<file path="src/rtl/ram_be_sync.sv">
// Single-port synchronous RAM with per-byte write enables, a registered read
// with a valid strobe, and a clear sequencer that zeroes every word after reset.
module ram_be_sync #(
  parameter  int unsigned DATA_W = 32,
  parameter  int unsigned ADDR_W = 5,
  localparam int unsigned BE_W   = DATA_W / 8
) (
  input  logic              clk,
  input  logic              rst,
  input  logic              ena,
  input  logic              wena,
  input  logic [BE_W-1:0]   be,
  input  logic [ADDR_W-1:0] addr,
  input  logic [DATA_W-1:0] data_in,
  output logic [DATA_W-1:0] data_out,
  output logic              rvalid,
  output logic              busy
);

  localparam int unsigned DEPTH = 2 ** ADDR_W;
  localparam logic [ADDR_W-1:0] LAST_PTR = ADDR_W'(DEPTH - 1);

  typedef enum logic {
    S_CLEAR = 1'b0,
    S_RUN   = 1'b1
  } state_t;

  state_t            state;
  state_t            state_nx;
  logic [ADDR_W-1:0] ptr;
  logic [ADDR_W-1:0] ptr_nx;
  logic              busy_nx;
  logic              rvalid_nx;
  logic              clr_en_c;
  logic              wr_en_c;
  logic              rd_en_c;

  logic [DATA_W-1:0] mem [DEPTH];

  // Next-state, clear pointer and access decode; accesses are only decoded in RUN.
  always_comb begin
    state_nx  = state;
    ptr_nx    = ptr;
    busy_nx   = busy;
    rvalid_nx = 1'b0;
    clr_en_c  = 1'b0;
    wr_en_c   = 1'b0;
    rd_en_c   = 1'b0;
    case (state)
      S_CLEAR: begin
        clr_en_c = 1'b1;
        busy_nx  = 1'b1;
        ptr_nx   = ptr + ADDR_W'(1);
        if (ptr == LAST_PTR) begin
          state_nx = S_RUN;
          busy_nx  = 1'b0;
        end
      end
      S_RUN: begin
        busy_nx = 1'b0;
        if (ena) begin
          if (wena) begin
            wr_en_c = |be;
          end else begin
            rd_en_c   = 1'b1;
            rvalid_nx = 1'b1;
          end
        end
      end
      default: begin
        state_nx = S_CLEAR;
        ptr_nx   = '0;
        busy_nx  = 1'b1;
      end
    endcase
  end

  // Control and output registers; reset restarts the clear sweep from word 0.
  always_ff @(posedge clk) begin
    if (rst) begin
      state    <= S_CLEAR;
      ptr      <= '0;
      busy     <= 1'b1;
      rvalid   <= 1'b0;
      data_out <= '0;
    end else begin
      state  <= state_nx;
      ptr    <= ptr_nx;
      busy   <= busy_nx;
      rvalid <= rvalid_nx;
      if (rd_en_c) begin
        data_out <= mem[addr];
      end
    end
  end

  // Storage: clear sweep or byte-masked write; nothing lands on a reset edge.
  always_ff @(posedge clk) begin
    if (!rst) begin
      if (clr_en_c) begin
        mem[ptr] <= '0;
      end else if (wr_en_c) begin
        for (int k = 0; k < BE_W; k++) begin
          if (be[k]) begin
            mem[addr][8*k +: 8] <= data_in[8*k +: 8];
          end
        end
      end
    end
  end

endmodule

</file>
<file path="config.mk">
export PLATFORM = sky130hd
export DESIGN_NAME = ram_be_sync
export DESIGN_NICKNAME = d
export VERILOG_FILES = /design/src/rtl/ram_be_sync.sv
export SDC_FILE = /design/constraint.sdc
export NUM_CORES = 1
export LEC_CHECK = 0
export ABC_AREA = 1
export CAP_MARGIN = 20
export CORE_ASPECT_RATIO = 1.25
export CORE_MARGIN = 2
export CORE_UTILIZATION = 34
export DETAILED_ROUTE_END_ITERATION = 10
export GPL_ROUTABILITY_DRIVEN = 0
export PLACE_DENSITY = 0.48
export SKIP_LAST_GASP = 1
export SLEW_MARGIN = 0
export SYNTH_ARGS = -nofsm -noshare
export SYNTH_HDL_FRONTEND = slang
export SYNTH_SLANG_ARGS = --single-unit
</file>
<file path="constraint.sdc">
create_clock -name clk -period 3.95 [get_ports clk]
set_input_delay 1.185 -clock clk [delete_from_list [all_inputs] [get_ports clk]]
set_output_delay 1.185 -clock clk [all_outputs]
set_load 0.005 [all_outputs]
</file>
**Yosys cells after proc, flatten, opt, wreduce, memory -nomap -nowiden**

Memories as Yosys holds them, arrays and structs flattened. A register that Yosys moved wholly into a read port is not among the register bits.
Cells that the tools add are included.

- Bits in registers: 8
- RAM bits: 1024
- Output and inout port bits: 34
- Word-level logic and storage cells: 46
- Memories kept: 1

- Add/subtract/negate cells: 1
- Eq/ne operators: 1
- Multiplexer cells: 36
- Bitwise gates (word level): 1
- Reduce and logical (&&, ||, !) cells: 2

Memory list:

| memory | depth | bits a word | rd ports | clocked after Yosys merged registers in | write ports | RTL line | RTL |
|---|---|---|---|---|---|---|---|
| mem | 32 | 32 | 1 | 1 | 1 | 38 | `logic [DATA_W-1:0] mem [DEPTH];` |

Operators by type and width:

| cell | count |
|---|---|
| 1-bit 2-to-1 mux | 32 |
| 32-bit 2-to-1 mux | 1 |
| 32-bit OR reduction | 1 |
| 5-bit by 1-bit adder with 5-bit output, second input constant | 1 |
| 5-bit equality test, second input constant | 1 |
| 5-bit 2-to-1 mux | 1 |
| 4-bit 2-to-1 mux | 1 |
| 4-bit OR reduction | 1 |
| 1-bit case mux with 2 select lines | 1 |
| 1-bit inverter | 1 |

**Depth between registers and ports, before layout**

- Depth in word-level cells: 10
- Depth in mapped cells: 12

**Worst setup path before layout**

OpenSTA, ideal clock, no wires.

- Path kind: input port to flip-flop
- From: in rst
- To: mem mem[20][24] (enable)
- Data arrival time: 2.821 ns
- Data required time: 3.567 ns
- Slack: 0.745 ns
- Stages: 9
- Buffers on the path: 3
- Cell sequence: buf_2 -> nor2_1 -> o21ai_1 -> buf_2 -> nand3_1 -> nand2_1 -> nand2_2 -> buf_6 -> nor3_1

- Cells in the longest elaborated chain, start to end: 4
- Elaborated cells between the ends (all ways): 13
- Classes of those cells: mux (12); reduce/logical (1)

Ends and longest elaborated chain:

| element | RTL line | RTL |
|---|---|---|
| start: declaration | 9 | `input logic rst,` |
| 1-bit 2-to-1 mux | 99 | `if (!rst) begin` |
| 1-bit 2-to-1 mux (not written as such) | 105 | `mem[addr][8*k +: 8] <= data_in[8*k +: 8];` |
| 32-bit OR reduction (no line) | - |  |
| 5-bit 2-to-1 mux (no line) / 4-bit 2-to-1 mux (equally long branches) | - |  |
| end: declaration | 38 |  |

Several ways; a longest one is shown, not always the timed one.

**Worst setup path after layout**

- From: in rst
- To: mem mem[8][19] (enable)

Same word-level chain as after synthesis.

==> impl_metrics.tcl <==
set metrics [dict create \
    pin_count 79 \
    tritoncts "built" \
    syn_area_per_cell_um2 11.57 \
    grt_pass1_vias 28868 \
    wl_um 127100 \
    port_buffers 78 \
    post-route-period-util 0.9488 \
    nets 3958 \
    setup.worst_path.start_class "input port" \
    die_w_um 325.9 \
    area_delta_synth_final_pct 17.08 \
    critPathLaunch "rst" \
    p_leak_nw 18.19 \
    syn_inst 3804 \
    mostFrequentLayoutCells "1272 x nand2_1, 1024 x edfxtp_1, 809 x nand3_1" \
    cellPowerDensity_nw_per_um2 463.7 \
    switchingPower_mw 5.343 \
    cts_buffer_depth 3 \
    nFillCells 12213 \
    drtAntennaViolNets 0 \
    antenna_found_initial 0 \
    post_cts_resized 0 \
    finalClockSkew_ps 20.81 \
    tightest_slew_ps 1075 \
    globalRoute.totalOverflow 0 \
    hold_viol 0 \
    slew_headroom 0.2780 \
    min_to "ptr[0]$_SDFFE_PP0N_" \
    fmax_ghz 0.2668 \
    row_count 147 \
    path_max_fanout 8 \
    stdcell_count 5702 \
    status "completed" \
    path_class "in -> reg" \
    cpMostUsedCell "buf_4" \
    synth_area_leaders "edfxtp_1 70%, nand2_1 11%, nand3_1 9.2%" \
    synth_area_um2 44030 \
    vdd.ir_drop.worst_mv 0.3309 \
    reg2reg_from "state$_SDFF_PP0_" \
    reg2reg_depth 10 \
    die_y_um 406.3 \
    cp_top_family "simple AND/OR/NAND/NOR gates" \
    final_common_cell "nand2_1" \
    yosys_warnings 0 \
    hold_depth 2 \
    clk_pin_slew_worst_paths_ps 60 \
    crit_slowest_cell "nor3_1" \
    p_comb_frac 0.062 \
    min-delay-start "ptr[0]$_SDFFE_PP0N_" \
    drv_slew 0 \
    ys_seq_area_frac 0.7166 \
    ys_ff_latch 1064 \
    clk_latency_ps 710 \
    cp.depth 9 \
    worst-path-buf-inv 3 \
    grt_pass1_wl_um 187400 \
    cts_setup_buffers 0 \
    place_inst 5498 \
    ctsHoldBuffers 0 \
    final_core_util 0.4009 \
    cts.sink_count 1064 \
    r2r_slack_ps 680 \
    worst_slack_ps 202.4 \
    cts_max_level 3 \
    wl_per_cell_um 22.29 \
    remaining_drc_errors 0 \
    first_iter_violations 2252 \
    crit_arrival_ps 4070 \
    drt-vias-per-instance 5.023 \
    grtUsageTotal 0.1915 \
    p_seq_frac 0.513 \
    rsz0062_at_grt "no" \
    post-place-ws_ps -670.9 \
    synth_cell_types 29 \
    syn-num-nets 3851 \
    cp-end-kind "flop" \
    slowest_delay_ps 830 \
    cp.required_ps 4280 \
    synth_top_cell_by_area "edfxtp_1" \
    core-area_um2 128600 \
    grt_max_degree 154 \
    p_sw_frac 0.2235 \
    p_int_mw 18.56 \
    die_area_um2 132400 \
    clockPowerShare 0.425 \
    vias 28641 \
    synth_top_area_frac 0.6984 \
    post-dp-hpwl_um 77970 \
    fin_crit_ps 3748 \
    cts_buffers 106 \
    maxCapViolations 0 \
    min_path_type "reg -> reg" \
    first_pass_iters 5 \
    initial_core_util 0.3424 \
    drive_gt1_frac 0.1224 \
    reg2reg_to "mem[8][19]$_DFFE_PP_" \
    root_buffer "clkbuf_16" \
    setup_violations 0 \
    worstPathCellList "clkdlybuf4s50_1 -> nor2_1 -> o21ai_1 -> buf_4 -> nand3b_1 -> nand2_2 -> nand3_4 -> buf_4 -> nor3_1" \
]
layer usage:
layer	vias up	global-route usage	share of wire
met5	-	0	0
li1	13584	-	-
met4	0	0.07292	0.033
met1	14116	0.2463	0.43
met2	722	0.3279	0.49
met3	219	0.02681	0.048
synthesized netlist by cell type:
| master | count |
|---|---|
| o21ai_0 | 35 |
| nand2_4 | 5 |
| nor3b_1 | 1 |
| clkbuf_1 | 175 |
| nand3_4 | 8 |
| nand3b_1 | 1 |
| dfxtp_1 | 40 |
| buf_1 | 33 |
| nand3_2 | 1 |
| nand3_1 | 809 |
| nand4_1 | 1 |
| buf_2 | 40 |
| ha_1 | 2 |
| nand2_2 | 5 |
| a21oi_1 | 66 |
| nor2_1 | 42 |
| nand2_1 | 1272 |
| nor4_1 | 1 |
| inv_2 | 2 |
| clkinv_1 | 1 |
| nor3_1 | 43 |
| o21ai_1 | 34 |
| edfxtp_1 | 1024 |
| nor3_2 | 90 |
| a21oi_4 | 1 |
| buf_4 | 3 |
| buf_6 | 16 |
| a31oi_1 | 1 |
| inv_1 | 52 |
tightest hold or removal path: stages, from the launching register on:
cell and delay (ps):
dfxtp_1 350, nor2_1 110, nor3_1 50
final cells by class:
cell class	instances	area, µm²	area share
sequential	1064	31550	0.6121
clock buffer	123	2759	0.05352
tap	1713	2143	0.04158
multi-input combinational	2418	11180	0.2169
clock inverter	62	693.2	0.01345
inverter	55	226.5	0.004394
timing repair buffer	266	2989	0.05799
antenna	1	2.502	0.00004855
cells by family (layout without fill, tap and decap cells):
kind of cell	Yosys count	in the layout	synth area share
AND/OR/NAND/NOR	2279	2279	0.2354
other	0	1	0
AO/OA/AOI/OAI	137	137	0.01586
adder cells (fa/ha/maj)	2	2	0.0005683
flip-flops	1064	1064	0.7166
buffers and inverters	322	506	0.03157
through the flow:
step	power (mW)	setup TNS, ps	hold slack [ps]	instance area (µm²)
2_1_floorplan	13.36	0	491.4	44030
3_3_place_gp	14.00	-308220	531.8	47970
3_5_place_dp	14.00	-366250	529.6	47980
4_1_cts	24.16	0	541.9	51440
5_1_grt	24.67	0	566.1	51540
6_report	23.90	0	545.8	51550
registers in the layout, indices dropped and copies added, names as in the netlist:
name      flops
busy          1
data_out     32
rvalid        1
ptr           5
mem        1024
state         1
how the worst max path moves through the flow:
stage,endpoint,slack [ps]
after floorplan,mem[20][24]$_DFFE_PP_,750
after global placement,mem[30][23]$_DFFE_PP_,-630
after detailed placement,mem[24][6]$_DFFE_PP_,-670
after CTS,mem[24][1]$_DFFE_PP_,140
after global routing,mem[27][4]$_DFFE_PP_,50
final,mem[8][19]$_DFFE_PP_,200
power by group through the flow:
stage               registers (mW)  clock network (mW)  logic (mW)
finish                        12.3                10.2        1.48
global route                  12.3                10.8        1.62
CTS                           12.3                10.4        1.50
detailed placement            12.5                   0        1.49
global placement              12.5                   0        1.50
floorplan                     12.5                   0       0.861
Note: power is estimated with default switching activity, not from simulation.
